## src/rtl/pipe_mux_nto1.sv

```systemverilog
// Registered N-to-1 selector with valid/ready handshakes: fixed-select or round-robin source choice.
// Optional backpressure counter on stall_cnt is built only when PIPE_MUX_STALL_CNT_EN is defined.
module pipe_mux_nto1 #(
    parameter int WIDTH  = 32,
    parameter int NUM_IN = 3,
    parameter int SEL_W  = 2
) (
    input  logic                    clk,
    input  logic                    reset,
    input  logic [NUM_IN*WIDTH-1:0] in_data,
    input  logic [NUM_IN-1:0]       in_valid,
    output logic [NUM_IN-1:0]       in_ready,
    input  logic [SEL_W-1:0]        sel,
    input  logic                    mode,
    output logic [WIDTH-1:0]        out_data,
    output logic                    out_valid,
    input  logic                    out_ready,
    output logic [SEL_W-1:0]        out_src,
    output logic [15:0]             stall_cnt
);

    // Valid/ready: a word moves on any edge where valid and ready are both high.
    // A producer holds valid and data until that edge; ready may depend on valid
    // combinationally, valid never depends on ready.

    localparam int NSLOT = 1 << SEL_W;

    if (NUM_IN < 2 || NUM_IN > 16 || NSLOT < NUM_IN) begin : g_bad_params
        $error("pipe_mux_nto1: NUM_IN must be 2..16 and fit in SEL_W bits");
    end

    logic [NSLOT-1:0]  valid_pad;
    logic [SEL_W-1:0]  rr_ptr;
    logic [SEL_W-1:0]  rr_idx;
    logic [SEL_W-1:0]  rr_cand;
    logic              rr_found;
    logic [NUM_IN-1:0] grant;
    logic              load_en;
    logic              xfer;
    logic [WIDTH-1:0]  mux_data;
    logic [SEL_W-1:0]  mux_src;

    assign valid_pad = NSLOT'(in_valid);

    // Round-robin scan starts just after the last winner, wrapping at NUM_IN.
    always_comb begin
        rr_found = 1'b0;
        rr_idx   = '0;
        rr_cand  = '0;
        for (int k = 1; k <= NUM_IN; k++) begin
            rr_cand = SEL_W'((int'(rr_ptr) + k) % NUM_IN);
            if (!rr_found && valid_pad[rr_cand]) begin
                rr_found = 1'b1;
                rr_idx   = rr_cand;
            end
        end
    end

    // An out-of-range sel matches no channel, so it grants nothing.
    always_comb begin
        grant = '0;
        for (int i = 0; i < NUM_IN; i++) begin
            if (mode) begin
                grant[i] = rr_found && (rr_idx == SEL_W'(i));
            end else begin
                grant[i] = in_valid[i] && (sel == SEL_W'(i));
            end
        end
    end

    assign load_en  = !out_valid || out_ready;
    assign in_ready = grant & {NUM_IN{load_en}};
    assign xfer     = |(in_valid & in_ready);

    always_comb begin
        mux_data = '0;
        mux_src  = '0;
        for (int i = 0; i < NUM_IN; i++) begin
            if (grant[i]) begin
                mux_data = mux_data | in_data[i*WIDTH +: WIDTH];
                mux_src  = mux_src | SEL_W'(i);
            end
        end
    end

    always_ff @(posedge clk or posedge reset) begin
        if (reset) begin
            out_valid <= 1'b0;
            out_data  <= '0;
            out_src   <= '0;
            rr_ptr    <= SEL_W'(NUM_IN - 1);
        end else if (xfer) begin
            out_valid <= 1'b1;
            out_data  <= mux_data;
            out_src   <= mux_src;
            if (mode) begin
                rr_ptr <= mux_src;
            end
        end else if (out_ready) begin
            out_valid <= 1'b0;
        end
    end

`ifdef PIPE_MUX_STALL_CNT_EN
    logic [15:0] stall_q;

    // Counts cycles a word sits unconsumed; sticks at all-ones.
    always_ff @(posedge clk or posedge reset) begin
        if (reset) begin
            stall_q <= 16'h0000;
        end else if (out_valid && !out_ready && stall_q != 16'hFFFF) begin
            stall_q <= stall_q + 16'd1;
        end
    end

    assign stall_cnt = stall_q;
`else
    assign stall_cnt = 16'h0000;
`endif

endmodule
```

## config.mk

```make
export PLATFORM = sky130hd
export DESIGN_NAME = pipe_mux_nto1
export DESIGN_NICKNAME = d
export VERILOG_FILES = /design/src/rtl/pipe_mux_nto1.sv
export SDC_FILE = /design/constraint.sdc
export NUM_CORES = 1
export LEC_CHECK = 0
export CORE_MARGIN = 8
export CORE_UTILIZATION = 36
export DETAILED_ROUTE_END_ITERATION = 16
export GPL_ROUTABILITY_DRIVEN = 0
export PLACE_DENSITY = 0.89
export SLEW_MARGIN = 20
export SYNTH_ARGS = -nofsm -noshare
export SYNTH_HDL_FRONTEND = slang
export SYNTH_SLANG_ARGS = --single-unit
export TNS_END_PERCENT = 1
```

## constraint.sdc

```tcl
create_clock -name clk -period 4.2 [get_ports clk]
set_input_delay 1.26 -clock clk [delete_from_list [all_inputs] [get_ports clk]]
set_output_delay 1.26 -clock clk [all_outputs]
set_load 0.1 [all_outputs]
```

==> run summary, run 1 <==
outcome: finished, final reports clean
Sw Share: 60.3%
IO buf count: 142
critical path endpoint category: output port
Post-DRT Antenna Nets: 0
chip height: 96.0 um
combinational family with the most area after synthesis: compound AO/OA/AOI/OAI gates
Synth-to-Final Area Change: 71.4%
worst clock skew: 4.10 ps
CP required: 2940 ps
CTS Buf Count: 5
WL final: 8820 um
Gate power share: 74.6%
Worst-Margin Slew: 1010 ps
Reg clk slew, reported paths: 80 ps
vias in the first global route: 2742
DIE WIDTH: 96.0 um
simple logic cell fraction of the synthesized area: 7.99%
post-synthesis adder-cell area fraction: 2.17%
Crit Path Max Fanout: 2
Crit Reg-Reg Endpoint: out_data[4]
final setup vio count: 0
count leader, synth: a21oi_1
diodes inserted: 0
top cell type's share of synthesized area: 39.1%
top cells by count, synth: a21oi_1, dfrtp_1, a222oi_1, buf_4, clkbuf_1
sequential-to-total area share from yosys stat: 40.3%
HP Class: flop to flop
Overflow after GRT: 0
Reg2Reg Setup Slack: 1260 ps
CTS tree: built
number of synthesized flops with an enable pin: 0
Iteration-0 DRC Markers: 182
vias per cell: 5.49
fin nets: 490
# clock sinks: 37
clk buf depth: 2
routed length on met1: 3330 um
max layer used: met4
initial antenna violation count: 0
Inst Count DP: 446
Residual DRC: 0
LEAKAGE: 0.00158 uW
final count of hold timing violations: 0
hold_sp: out_src[1]
Initial Utilization: 36.7%
fin crit share: 99.4%
fin cells: 459
global-route wire length before repair: 13600 um
Reg-to-Reg Start: rr_ptr[1]
max-slew violation count: 0
Synth Area in Compound Gates: 36.4%
Max Freq: 0.240 GHz
total global-route track usage: 18.6%
Hold EP: out_src[1]
CORE AREA: 6280 um^2
maxcap violations: 0
Seq pwr share: 17.0%
Post-Syn Area: 2300 um^2
DRT Pass-1 Iters: 6
WL per Instance: 19.2 um
ys flop type: dfrtp_1
post-synth top area cell: dfrtp_1
clock root buffer: clkbuf_8
largest cells by area after synthesis: dfrtp_1, a21oi_1, a222oi_1, buf_4, buf_6
Yosys Warn Count: 0
critical path arrival: 2910 ps
syn_area_per_cell: 9.88 um^2
maximum vdd ir drop: 0.660 mV
count of cell types in the netlist: 44
die area: 9210 um^2
Skew-Pair Late Insertion Delay: 280 ps
Rel. slew slack: 32.1%
multiplexer share of the synthesized area: 0.870%
sw power: 2320 uW
cell-internal power: 1520 uW
Clk pwr share: 8.3%
I/O pins: 159
routed via count: 2521
WHS Path Cells: 1
largest net degree at the start of global routing: 35
WL met2: 4450 um
design area: 3950 um^2
final core utilization: 62.8%
Async S/R FF share, synth: 100%
htree depth: 2
metal3 WL: 954 um
startpoint types: primary input
XOR/XNOR Fraction of Synth Area: 0%
Cell Area, Placed: 3790 um^2
row count: 29
Setup CP Type: primary input to output port
pwr dens: 973 nW/um^2
hold_buf cts: 0
Fin Hold WS: 484 ps
detailed placement HPWL: 6760 um
Mapped Cells: 233
FF-to-FF path depth: 9
Tmin final: 4170 ps
FF+latch count, synth: 37
Layout fillers: 508
layout cells sized above 1: 13.6%
-- layer usage --
layer | vias up | track usage (%)
met5 | - | 0
li1 | 1186 | -
met2 | 119 | 32.3
met4 | 0 | 3.46
met3 | 6 | 7.88
met1 | 1210 | 21.0
-- worst max-delay path, cell delays in order --
cell	delay [ps]
dlygate4sd2_1	250
a21bo_2	210
a32oi_2	60
or3b_4	410
a311oi_4	340
and2_4	220
buf_12	170
-- metrics by stage --
stage                     setup slack [ps]  TNS [ps]  total power, uW
after floorplan                      -53.7     -53.7             2770
after global placement                -269      -493             3430
after detailed placement              -305      -733             3470
after CTS                             6.65         0             3830
after global routing                 -11.9     -11.9             4010
final                                 27.2         0             3840
-- cell families (layout without fill, tap and decap cells) --
logic type / Yosys count / count (layout)
other cells: 1 / 16
simple gates: 28 / 28
buf+inv: 43 / 177
compound gates: 118 / 118
mux: 2 / 2
fa+ha+maj: 4 / 4
flops: 37 / 37
-- sequential cells by signal, indices dropped and copies added (netlist names) --
| name | flops |
|---|---|
| out_data | 32 |
| out_src | 2 |
| rr_ptr | 2 |
| out_valid | 1 |
-- area by class of cell --
class	instances	area, um^2	share of cell area [%]
Tap cell	77	96.3	2.44
Timing Repair Buffer	164	1610	40.7
Sequential cell	37	927	23.5
Inverter	5	18.8	0.476
Clock buffer	7	86.3	2.19
Multi-Input combinational cell	168	1180	29.9
Clock inverter	1	30.0	0.761
-- repair_timing --
| action | in CTS | in global routing |
|---|---|---|
| gates cloned | 0 | 0 |
| resized for setup | 5 | 4 |
| setup endpoints to repair | 3 | 1 |
| buffers inserted | 3 | 2 |
| pin swaps | 6 | 5 |
-- worst max-delay path by stage --
stage / from / endpoint / slack, ps / cells past startpoint
2_1_floorplan: mode / in_ready[0] / -50 / 5
3_3_place_gp: in_valid[1] / in_ready[2] / -270 / 7
3_5_place_dp: in_valid[1] / in_ready[2] / -300 / 7
4_1_cts: in_valid[1] / in_ready[2] / 7 / 7
5_1_grt: in_valid[0] / in_ready[2] / -10 / 7
6_report: in_valid[0] / in_ready[2] / 30 / 7
-- power by group through the flow --
stage / clock [uW] / sequential, uW / combinational [uW]
after floorplan: 0 / 1910 / 861
after global placement: 0 / 645 / 2780
after detailed placement: 0 / 657 / 2810
after CTS: 327 / 655 / 2840
after global routing: 346 / 675 / 2990
final: 321 / 654 / 2860
-- placed cells by master (no fill, tap or decap), types with 2 or more instances in the layout --
cell,count
dfrtp_1,36
a21oi_1,64
and2_4,3
nor2b_1,4
and2_1,2
mux2i_1,2
nand2_1,5
buf_12,3
a21oi_2,3
clkbuf_2,2
buf_4,22
nand2b_1,3
clkbuf_8,6
o21ai_0,3
ha_1,4
a222oi_1,32
clkdlybuf4s50_1,136
conb_1,16
nor2_1,3
inv_1,5
Note: power is estimated with default switching activity, not from simulation.
==> inputs of run 2 (changes only) <==
--- a/config.mk
+++ b/config.mk
@@ -5,7 +5,7 @@
 export SDC_FILE = /design/constraint.sdc
 export NUM_CORES = 1
 export LEC_CHECK = 0
-export CORE_MARGIN = 8
+export CORE_MARGIN = 5
 export CORE_UTILIZATION = 36
 export DETAILED_ROUTE_END_ITERATION = 16
 export GPL_ROUTABILITY_DRIVEN = 0
==> run 2 against run 1 <==
Effect of this change: final cell count down 0.65%; utilization down 0.16 points; clock skew decreased by 1.3 ps; combinational power about the same; die area is 12% lower; routed wire length up 0.48%; sequential power up 0.8%.
==> run summary, run 2 (synthesized netlist as in run 1, its figures left out) <==
outcome: finished, final reports clean
max-slew violation count: 0 (unchanged)
RSZ-0062 raised after global routing: no
most frequent cells in the layout: clkdlybuf4s50_1, a21oi_1, dfrtp_1
CP max stage delay: 400 ps (about the same)
die area: 8090 um^2 (-12%)
Rel. slew slack: 32.3% (+0.16 points)
maxcap violations: 0 (unchanged)
setup ws final: 39.3 ps (+12.1 ps)
clk buf depth: 2 (unchanged)
diodes inserted: 0 (unchanged)
Cell Chain, Critical Path: buf_6 -> a221oi_4 -> a32oi_2 -> or3b_4 -> a311oi_4 -> and2_4 -> buf_12
vias per cell: 5.66 (+3.0%)
CP bufs+invs: 2 (unchanged)
Place WS: -406 ps (-101 ps)
final core utilization: 62.7% (-0.16 points)
WL final: 8870 um (+0.48%)
global-route wire length before repair: 14200 um (+4.0%)
Iteration-0 DRC Markers: 226 (+24%)
Worst-Margin Slew: 1010 ps (-2.33 ps)
Skew-Pair Late Insertion Delay: 290 ps (about the same)
fin crit share: 99.1% (-0.29 points)
htree depth: 2 (unchanged)
Residual DRC: 0 (unchanged)
largest register by flop count: out_data
maximum vdd ir drop: 0.681 mV (+3.2%)
DIE WIDTH: 90.0 um (-6.3%)
Overflow after GRT: 0 (unchanged)
final count of hold timing violations: 0 (unchanged)
slowest cell on the critical path: or3b_4
clock root buffer: clkbuf_8
CTS Buf Count: 5 (unchanged)
CP required: 2940 ps (about the same)
CTS tree: built
worst clock skew: 2.75 ps (-1.34 ps)
CP top delay family: compound AO/OA/AOI/OAI gates
Top Registers: out_data (32), out_src (2), rr_ptr (2)
Post-DRT Antenna Nets: 0 (unchanged)
Synth-to-Final Area Change: 70.9%
total global-route track usage: 21.1% (+2.5 points)
DRT Pass-1 Iters: 6 (unchanged)
Initial Utilization: 36.7% (unchanged)
layout cells sized above 1: 12.7% (-0.95 points)
largest net degree at the start of global routing: 35 (unchanged)
Crit Path Max Fanout: 4 (+2)
Largest register FFs: 32 (unchanged)
detailed placement HPWL: 6480 um (-4.2%)
CORE AREA: 6280 um^2 (unchanged)
Layout fillers: 535 (+5.3%)
pwr dens: 980 nW/um^2 (+0.69%)
Reg clk slew, reported paths: 70 ps (about the same)
critical path arrival: 2900 ps (about the same)
Tmin final: 4160 ps (-12.1 ps)
routed via count: 2579 (+2.3%)
fin nets: 487 (-0.61%)
commonest non-fill, non-tap cell in the layout: clkdlybuf4s50_1
HP Class: flop to flop
startpoint types: primary input
LEAKAGE: 0.00157 uW (-0.79%)
row count: 29 (unchanged)
Max Freq: 0.240 GHz (+0.29%)
vias in the first global route: 2831 (+3.2%)
IO buf count: 142 (unchanged)
chip height: 90.0 um (-6.3%)
# clock sinks: 37 (unchanged)
WL per Instance: 19.4 um (+1.1%)
Setup CP Type: primary input to output port
critical path endpoint category: output port
final setup vio count: 0 (unchanged)
initial antenna violation count: 0 (unchanged)
I/O pins: 159 (unchanged)
run 2: power breakdown:
part           switching (uW)  internal, uW  leakage, uW
Clock                     129           194    0.0000585
Sequential                111           547     0.000429
Combinational            2090           781      0.00108
run 2: metal layers:
| metal | vias up | track usage [%] | share of wire, % |
|---|---|---|---|
| li1 | 1179 | - | - |
| met1 | 1241 | 24.1 | 38 |
| met2 | 141 | 38.2 | 52 |
| met3 | 18 | 5.51 | 8.3 |
| met4 | 0 | 6.58 | 2.0 |
| met5 | - | 0 | 0 |
run 2: stage by stage:
step / power (uW) / area, um^2 / TNS (ps) / std cells / hold slack [ps]
3_3_place_gp: 3420 / 3780 / -406 / 445 / 464
4_1_cts: 3840 / 3920 / 0 / 456 / 509
5_1_grt: 4020 / 3940 / 0 / 456 / 526
3_5_place_dp: 3470 / 3780 / -593 / 445 / 488
6_report: 3860 / 3940 / 0 / 456 / 501
2_1_floorplan: 2770 / 2360 / -53.7 / 248 / 521
run 2: area by class of cell:
type	instances	area [um^2]	share of cell area, %
clock buffers	7	86.3	2.19
clock inverters	1	30.0	0.763
inverters	5	18.8	0.477
multi-input cells	168	1190	30.2
flip-flops and latches	37	927	23.6
well taps	77	96.3	2.45
repair buffers	161	1590	40.4
run 2: final timing paths:
| check | from | endpoint | slack (ps) | depth (start not counted) |
|---|---|---|---|---|
| worst max-delay path | in_valid[2] | in_ready[2] | 40 | 7 |
| worst min-delay path | out_src[1] | out_src[1] | 500 | 1 |
| worst max register to register | rr_ptr[1] | out_data[4] | 1200 | 9 |
| worst min register to register | out_src[1] | out_src[1] | 500 | 1 |
| max in group asynchronous | reset | out_data[5] | 2000 | 3 |
| min in group asynchronous | reset | out_data[31] | 1450 | 2 |
run 2: what timing repair did:
item	4_1_cts	5_1_grt
endpoints found under the setup margin	3	2
hold buffers	0	0
endpoints found under the hold margin	0	0
buffers inserted	3	0
resized for setup	9	4
pin swaps	5	5
